[config.mk]
export PLATFORM = sky130hd
export DESIGN_NAME = apb_master_mc
export DESIGN_NICKNAME = d
export VERILOG_FILES = /design/src/rtl/apb_pkg.sv /design/src/rtl/apb_slave_mux.sv /design/src/rtl/apb_master_mc.sv
export SDC_FILE = /design/constraint.sdc
export NUM_CORES = 1
export LEC_CHECK = 0
export BUFFER_PORTS_ARGS = -buffer_cell sky130_fd_sc_hd__buf_2
export CAP_MARGIN = 15
export CORE_UTILIZATION = 45
export CTS_CLUSTER_SIZE = 20
export DETAILED_ROUTE_END_ITERATION = 7
export GPL_TIMING_DRIVEN = 1
export PLACE_DENSITY_LB_ADDON = 0.25
export SLEW_MARGIN = 20
export SYNTH_ARGS = -nofsm -noshare
export SYNTH_HDL_FRONTEND = slang
export SYNTH_SLANG_ARGS = --single-unit
[constraint.sdc]
create_clock -name PCLK -period 2.8 [get_ports PCLK]
set_clock_uncertainty 0.05 [all_clocks]
set_input_delay 0.42 -clock PCLK [delete_from_list [all_inputs] [get_ports PCLK]]
set_output_delay 0.42 -clock PCLK [all_outputs]
set_load 0.02 [all_outputs]
[src/rtl/apb_pkg.sv]
// Shared definitions for the multi-slave APB master: FSM encoding,
// response status bundle and the default ACCESS timeout.
package apb_pkg;

  localparam logic [1:0] ST_IDLE   = 2'd0;
  localparam logic [1:0] ST_SETUP  = 2'd1;
  localparam logic [1:0] ST_ACCESS = 2'd2;

  localparam int DEFAULT_TIMEOUT = 16;

  typedef struct packed {
    logic err;
    logic timeout;
  } rsp_status_t;

endpackage

[src/rtl/apb_slave_mux.sv]
// Picks the PREADY/PSLVERR/PRDATA of the slave addressed by the captured
// index; every other slave's response lines are ignored.
module apb_slave_mux #(
  parameter int NUM_SLV = 4,
  parameter int DATA_W  = 21,
  parameter int IDX_W   = 2
) (
  input  logic [IDX_W-1:0]          sel_idx,
  input  logic [NUM_SLV-1:0]        PREADY,
  input  logic [NUM_SLV-1:0]        PSLVERR,
  input  logic [NUM_SLV*DATA_W-1:0] PRDATA,
  output logic                      sel_ready,
  output logic                      sel_err,
  output logic [DATA_W-1:0]         sel_rdata
);

  always_comb begin
    sel_ready = 1'b0;
    sel_err   = 1'b0;
    sel_rdata = '0;
    for (int i = 0; i < NUM_SLV; i++) begin
      if (sel_idx == IDX_W'(i)) begin
        sel_ready = PREADY[i];
        sel_err   = PSLVERR[i];
        sel_rdata = PRDATA[i*DATA_W +: DATA_W];
      end
    end
  end

endmodule

[src/rtl/apb_master_mc.sv]
// Multi-slave APB3 master: takes one CPU request at a time, runs a SETUP/ACCESS
// transfer to the decoded slave and returns data, slave error and timeout status.
module apb_master_mc
  import apb_pkg::*;
#(
  parameter int  ADDR_W  = 8,
  parameter int  DATA_W  = 21,
  parameter int  NUM_SLV = 4,
  parameter int  TIMEOUT = DEFAULT_TIMEOUT,
  localparam int IDX_W   = (NUM_SLV > 1) ? $clog2(NUM_SLV) : 1
) (
  input  logic                      PCLK,
  input  logic                      PRESETn,
  input  logic                      req_valid,
  output logic                      req_ready,
  input  logic                      req_write,
  input  logic [IDX_W-1:0]          req_idx,
  input  logic [ADDR_W-1:0]         req_addr,
  input  logic [DATA_W-1:0]         req_wdata,
  output logic                      rsp_valid,
  output logic [DATA_W-1:0]         rsp_rdata,
  output logic                      rsp_err,
  output logic                      rsp_timeout,
  output logic [NUM_SLV-1:0]        PSEL,
  output logic                      PENABLE,
  output logic [ADDR_W-1:0]         PADDR,
  output logic                      PWRITE,
  output logic [DATA_W-1:0]         PWDATA,
  input  logic [NUM_SLV-1:0]        PREADY,
  input  logic [NUM_SLV*DATA_W-1:0] PRDATA,
  input  logic [NUM_SLV-1:0]        PSLVERR
);

  localparam int CNT_W   = (TIMEOUT > 0) ? $clog2(TIMEOUT + 1) : 1;
  localparam int TO_LAST = (TIMEOUT > 0) ? TIMEOUT - 1 : 0;
  localparam logic [IDX_W:0] SLV_LIMIT = (IDX_W + 1)'(NUM_SLV);

  logic [1:0]         state;
  logic [IDX_W-1:0]   sel_idx;
  logic [CNT_W-1:0]   wait_cnt;
  rsp_status_t        rsp_stat;
  logic [NUM_SLV-1:0] psel_dec;
  logic               decode_err;
  logic               timeout_hit;
  logic               sel_ready;
  logic               sel_err;
  logic [DATA_W-1:0]  sel_rdata;

  apb_slave_mux #(
    .NUM_SLV (NUM_SLV),
    .DATA_W  (DATA_W),
    .IDX_W   (IDX_W)
  ) u_mux (
    .sel_idx   (sel_idx),
    .PREADY    (PREADY),
    .PSLVERR   (PSLVERR),
    .PRDATA    (PRDATA),
    .sel_ready (sel_ready),
    .sel_err   (sel_err),
    .sel_rdata (sel_rdata)
  );

  always_comb begin
    psel_dec = '0;
    for (int i = 0; i < NUM_SLV; i++) begin
      psel_dec[i] = (req_idx == IDX_W'(i));
    end
  end

  assign decode_err  = ({1'b0, req_idx} >= SLV_LIMIT);
  // The abort fires on the edge that would make the waited-cycle count reach TIMEOUT.
  assign timeout_hit = (TIMEOUT > 0) && (wait_cnt == CNT_W'(TO_LAST));
  assign rsp_err     = rsp_stat.err;
  assign rsp_timeout = rsp_stat.timeout;

  always_ff @(posedge PCLK or negedge PRESETn) begin
    if (!PRESETn) begin
      state     <= ST_IDLE;
      req_ready <= 1'b0;
      sel_idx   <= '0;
      wait_cnt  <= '0;
      rsp_valid <= 1'b0;
      rsp_stat  <= '0;
      rsp_rdata <= '0;
      PSEL      <= '0;
      PENABLE   <= 1'b0;
      PADDR     <= '0;
      PWRITE    <= 1'b0;
      PWDATA    <= '0;
    end else begin
      rsp_valid <= 1'b0;
      rsp_stat  <= '0;
      case (state)
        ST_IDLE: begin
          req_ready <= 1'b1;
          if (req_valid && req_ready) begin
            if (decode_err) begin
              rsp_valid    <= 1'b1;
              rsp_stat.err <= 1'b1;
              rsp_rdata    <= '0;
            end else begin
              PWRITE    <= req_write;
              PADDR     <= req_addr;
              PWDATA    <= req_wdata;
              PSEL      <= psel_dec;
              sel_idx   <= req_idx;
              req_ready <= 1'b0;
              state     <= ST_SETUP;
            end
          end
        end
        ST_SETUP: begin
          PENABLE  <= 1'b1;
          wait_cnt <= '0;
          state    <= ST_ACCESS;
        end
        ST_ACCESS: begin
          // PREADY is checked first so a ready slave beats a simultaneous timeout.
          if (sel_ready || timeout_hit) begin
            PSEL      <= '0;
            PENABLE   <= 1'b0;
            rsp_valid <= 1'b1;
            req_ready <= 1'b1;
            state     <= ST_IDLE;
            if (sel_ready) begin
              rsp_stat.err <= sel_err;
              rsp_rdata    <= (!PWRITE && !sel_err) ? sel_rdata : '0;
            end else begin
              rsp_stat.err     <= 1'b1;
              rsp_stat.timeout <= 1'b1;
              rsp_rdata        <= '0;
            end
          end else if (wait_cnt != {CNT_W{1'b1}}) begin
            wait_cnt <= wait_cnt + CNT_W'(1);
          end
        end
        default: state <= ST_IDLE;
      endcase
    end
  end

endmodule
## Word level (Yosys, flattened, before mapping)

Cells that the tools add are included.

| storage, ports and cells | value |
|---|---|
| register bits | 69 |
| input port bits | 127 |
| output and inout port bits | 60 |
| word-level logic and storage cells | 80 |

| cells by class | value |
|---|---|
| add/sub/neg operators | 1 |
| equal/unequal tests | 14 |
| multiplexer cells | 35 |
| reduce and logical (&&, ||, !) cells | 17 |

Operators by type and width:

| operator | number |
|---|---|
| 2-to-1 mux 21 bit | 6 |
| 2-to-1 mux 1 bit | 17 |
| equality test 2 bit, second input constant | 5 |
| 2-to-1 mux 5 bit | 2 |
| one-hot mux 5 bit (2 select lines) | 1 |
| AND reduction 2 bit | 5 |
| 2-to-1 mux 4 bit | 2 |
| inequality test 2 bit, second input constant | 4 |
| one-hot mux 4 bit (2 select lines) | 1 |
| equality test 2 x 1 -> 1 bit, second input constant | 3 |
| zero test 2 bit | 3 |
| 2-to-1 mux 2 bit | 3 |
| one-hot mux 2 bit (3 select lines) | 1 |
| AND reduction 3 bit | 2 |
| adder 5 x 1 -> 5 bit, second input constant | 1 |
| equality test 5 x 4 -> 1 bit, second input constant | 1 |
| inequality test 5 bit, second input constant | 1 |
| one-hot mux 1 bit (2 select lines) | 2 |
| nonzero test 2 bit | 2 |
| logical AND 1 bit | 2 |
| zero test 1 bit | 2 |
| logical OR 1 bit | 1 |

## Logic depth before layout (Yosys ltp)

| logic depth | value |
|---|---|
| word-level depth | 9 |
| depth in mapped cells | 7 |

## By module

A second synthesis with hierarchy kept.

| unflattened totals | value |
|---|---|
| cell total of the unflattened synthesis | 213 |
| area total of the unflattened synthesis | 3,328.2 sq um |

By module, submodules not included:

| module | times used | cells each | area each (sq um) |
|---|---|---|---|
| apb_master_mc | 1 | 185 | 2,737.6 |
| apb_slave_mux | 1 | 28 | 590.6 |

## Worst setup path before layout

No wires, ideal clock.

| path | value |
|---|---|
| kind | register to register |
| from | register wait_cnt[0] |
| to | register wait_cnt[0] |
| setup time | 126 ps |
| arrival | 2,016 ps |
| data required time | 2,624 ps |
| path slack | 608 ps |
| stages on the path, launching flop included | 8 |
| buffers on the path | 1 |
| clock period less this slack | 2,192 ps |
| cell sequence | dfrtp_1 -> ha_1 -> and3_1 -> ha_1 -> or2_2 -> clkbuf_1 -> or2_1 -> a311o_1 |

| on the way | value |
|---|---|
| cells in the longest elaborated chain, start to end | 4 |
| elaborated cells on any way between the ends | 10 |

RTL lines:

| what | RTL line | text |
|---|---|---|
| start: declaration | apb_master_mc.sv:40 | `logic [CNT_W-1:0] wait_cnt;` |
| start signal: assignment | apb_master_mc.sv:134 | `wait_cnt <= wait_cnt + CNT_W'(1);` |
| adder 5 x 1 -> 5 bit or equality test 5 x 4 -> 1 bit (tied branches) | apb_master_mc.sv:134, apb_master_mc.sv:72 |  |
| 2-to-1 mux 5 bit or logical OR 1 bit (tied branches) | apb_master_mc.sv:133, apb_master_mc.sv:119 |  |
| 2-to-1 mux 5 bit or inequality test 2 bit (tied branches) | -- |  |
| one-hot mux 5 bit (2 select lines) or AND reduction 3 bit (tied branches) | -- |  |

Several ways; a longest one is shown, not always the timed one. The select of a mux whose other input is x is not followed.
A chain may end at the register's enable or synchronous reset.

## Worst setup path in the final report

| path | value |
|---|---|
| from | register wait_cnt[0] |
| to | register wait_cnt[1] |

Same word-level chain as after synthesis.

==> key figures <==
Routing
  • Via count: 2,801
  • Drt initial violations: 74
  • DR WL met3: 662 um
  • Length of routed met2 wiring: 4340 um
  • Met1 wire length: 3520 um
  • Via density: 5.35
  • WL per Instance: 16.4 um
  • Remaining antenna violation count: 0
  • Max layer used: met4
  • Drt pass-1 iters: 4
  • DRC violations left: 0
  • Final WL: 8620 um

Floorplanning
  • Core area: 0.00725 sq mm
  • Die Area: 0.00784 sq mm
  • Row Count: 31
  • Die W: 88.5 um
  • Die height: 88.5 um
  • Boundary Pins: 187
  • Initial Utilization: 46.5%

Setup path
  • Reg2reg start: wait_cnt[0]
  • Crit path launch type: flip-flop
  • Setup slack, reg-to-reg: 0.52 ns
  • Critical path data required time: 2.97 ns
  • Worst Reg2Reg Path Length in Cells: 6
  • CP endpoint kind: flip-flop
  • Critical R2R Capture: wait_cnt[1]
  • Crit Path Class: reg -> reg
  • CP arrival: 2.46 ns
  • CP max FO: 8

Clocking
  • CTS Buf Count: 9
  • CTS tree: yes
  • Clock sink total: 69
  • CTS H-Tree Depth: 3
  • Clk root buf: clkbuf_8
  • Reg clk slew, reported paths: 0.08 ns
  • Clock Tree Buf Depth: 2
  • Worst-skew pair later-pin latency: 0.34 ns
  • Post-CTS Setup Bufs: 0

Logic synthesis
  • Most used DFF post-synth: dfrtp_1
  • Syn avg cell area: 14.4 sq um
  • Mapped Cells: 234
  • Yosys warns: 0
  • Synth Net Count: 367
  • Synth Cell Area: 0.00337 sq mm
  • Count of flip-flops with a built-in enable after synthesis: 0
  • Seq/Total Area, Yosys: 51.2%
  • Async SR Flop Fraction: 100%
  • #FFs+latches synth: 69
  • Post-synthesis cell type count: 36

STA
  • Achievable frequency: 438 MHz
  • Final Critical Period: 2.28 ns
  • RSZ-0062 raised after global routing: no
  • Final worst-path cycle share: 81.5%
  • Slew HR: 58.8%
  • Fin Setup TNS: 0 ns
  • Final Max Slew Viols: 0
  • WHS: 0.256 ns
  • Worst-margin pin slew: 0.618 ns
  • Final hold viol count: 0
  • Final setup viols: 0

Place
  • Area after DPL: 0.00440 sq mm
  • PortBufs: 186
  • Placer congestion estimate: 0.818
  • Final HPWL from detailed placement: 6570 um

Cells and area
  • Post-route cell area: 0.00458 sq mm
  • Layout area overhead: 36.0%
  • Diode count: 0
  • Nets@finish: 553
  • Layout cell share with drive strength beyond 1: 62.8%

Global routing
  • Gr ovfl total: 0
  • Vias in the first global route: 2,685
  • First-pass GRT wire length: 13,000 um
  • Global Route Usage Sum: 22.4%
  • Largest net degree at the start of global routing: 34
  • Initial antenna violation count: 0

Power
  • Max IR drop VDD: 645 uV
  • Power per standard cell area: 1080 mW/mm^2
  • Leakage power figure: 2.29 nW

Status
  • Status: complete, no violations

Worst hold path
  • Hold Path Class: in -> reg
  • Hold path cells: 2
  • Hold path endpoint: PWDATA[15]
  • Worst Hold Launch: req_wdata[15]

Run
  • Max_cap viols: 0
==> registers in the layout, summed over array words and instances, names as in the netlist <==
signal,cells
rsp_timeout,1
PSEL,4
PADDR,8
req_ready,1
PWRITE,1
sel_idx,2
rsp_rdata,21
wait_cnt,5
rsp_valid,1
rsp_err,1
PENABLE,1
state,2
PWDATA,21
==> placed cells by master, fill, tap and decap left out, types with 2 or more instances in the layout <==
cell type   netlist  routed
a32o_1           23      23
o21ai_0           3       3
nor2b_1           7       7
inv_1             7       7
buf_2             5     186
dfrtp_1          69      69
nand2b_1          5       5
a311o_1           2       2
nand3_1           5       5
clkinv_2          0       3
a2bb2oi_1         2       2
clkbuf_8          0      10
nor2_1            5       5
buf_4             0       8
ha_1              6       6
mux2_2           32      32
o311ai_0          2       2
mux4_2           23      23
a22o_1            2       2
nand2_1           4       4
nor3_1            2       2
clkinvlp_4        0       2
==> cell type report <==
cell class	instances	area [sq um]
Inverter	7	26.3
Multi-Input combinational cell	138	1530
Timing Repair Buffer	195	1000
Tap cell	99	124
Fill cell	627	2670
Clock inverter	6	38.8
Sequential cell	69	1730
Clock buffer	10	138
==> worst max-delay path: stages, from the launching register on <==
cell and delay (ns):
dfrtp_1 0.42, ha_1 0.24, and3_1 0.19, ha_1 0.27
or2_2 0.37, or2_1 0.26, a311o_1 0.36
==> synthesized netlist by cell type (2+ instances only) <==
master     instances  share of area [%]
nor3_1             2               0.30
nand3_1            5               0.74
mux4_2            23                 15
nor2_1             5               0.56
buf_2              5               0.74
a311o_1            2               0.59
nor2b_1            7                1.3
a2bb2oi_1          2               0.52
o21ai_0            3               0.45
o311ai_0           2               0.52
inv_1              7               0.78
clkbuf_1          13                1.4
nand2b_1           5               0.93
mux2_2            32                 11
a22o_1             2               0.52
dfrtp_1           69                 51
a32o_1            23                6.8
ha_1               6                2.2
nand2_1            4               0.45
==> routing by layer <==
| layer | global-route usage (%) | up-vias |
|---|---|---|
| met4 | 8.36 | 0 |
| met2 | 38.2 | 124 |
| met3 | 5.97 | 10 |
| met1 | 27.2 | 1382 |
| li1 | - | 1285 |
| met5 | 0 | - |
==> how the worst max path moves through the flow <==
stage                start  slack, ns           to  cells past startpoint
5_1_grt        wait_cnt[0]       0.41  wait_cnt[0]                      6
2_1_floorplan  wait_cnt[0]       0.61  wait_cnt[0]                      7
6_report       wait_cnt[0]       0.52  wait_cnt[1]                      6
4_1_cts        wait_cnt[0]       0.53  wait_cnt[1]                      6
3_5_place_dp   wait_cnt[0]       0.54  wait_cnt[1]                      6
3_3_place_gp   wait_cnt[0]       0.62  wait_cnt[1]                      6
==> timing repair <==
action | CTS | global route
hold endpoints to repair | 17 | 0
resized for setup | 0 | 0
hold buffers | 1 | 0
==> metrics by stage <==
stage / total power [mW] / utilization [%] / worst slack, ns / cells
floorplan: 3.46 / - / 0.608 / 234
global placement: 4.21 / 60.6 / 0.624 / 507
detailed placement: 4.27 / 60.6 / 0.544 / 507
CTS: 5.00 / 63.2 / 0.530 / 524
global route: 5.27 / 63.2 / 0.409 / 524
finish: 4.94 / 63.2 / 0.518 / 524
==> cells by family after synthesis <==
| family | Yosys count | share of synthesized area [%] |
|---|---|---|
| flops | 69 | 51.2 |
| compound gates | 41 | 11.1 |
| buf+inv | 27 | 3.42 |
| fa+ha+maj | 6 | 2.23 |
| mux | 55 | 26.1 |
| simple gates | 36 | 5.90 |
==> report_power, final <==
group / switching, mW / internal, mW / total, mW / leakage (nW)
clock network: 0.377 / 0.342 / 0.718 / 0.0880
logic: 1.40 / 1.15 / 2.55 / 1.33
registers: 0.225 / 1.45 / 1.67 / 0.871
No activity file was read; power rests on OpenSTA's default activity.
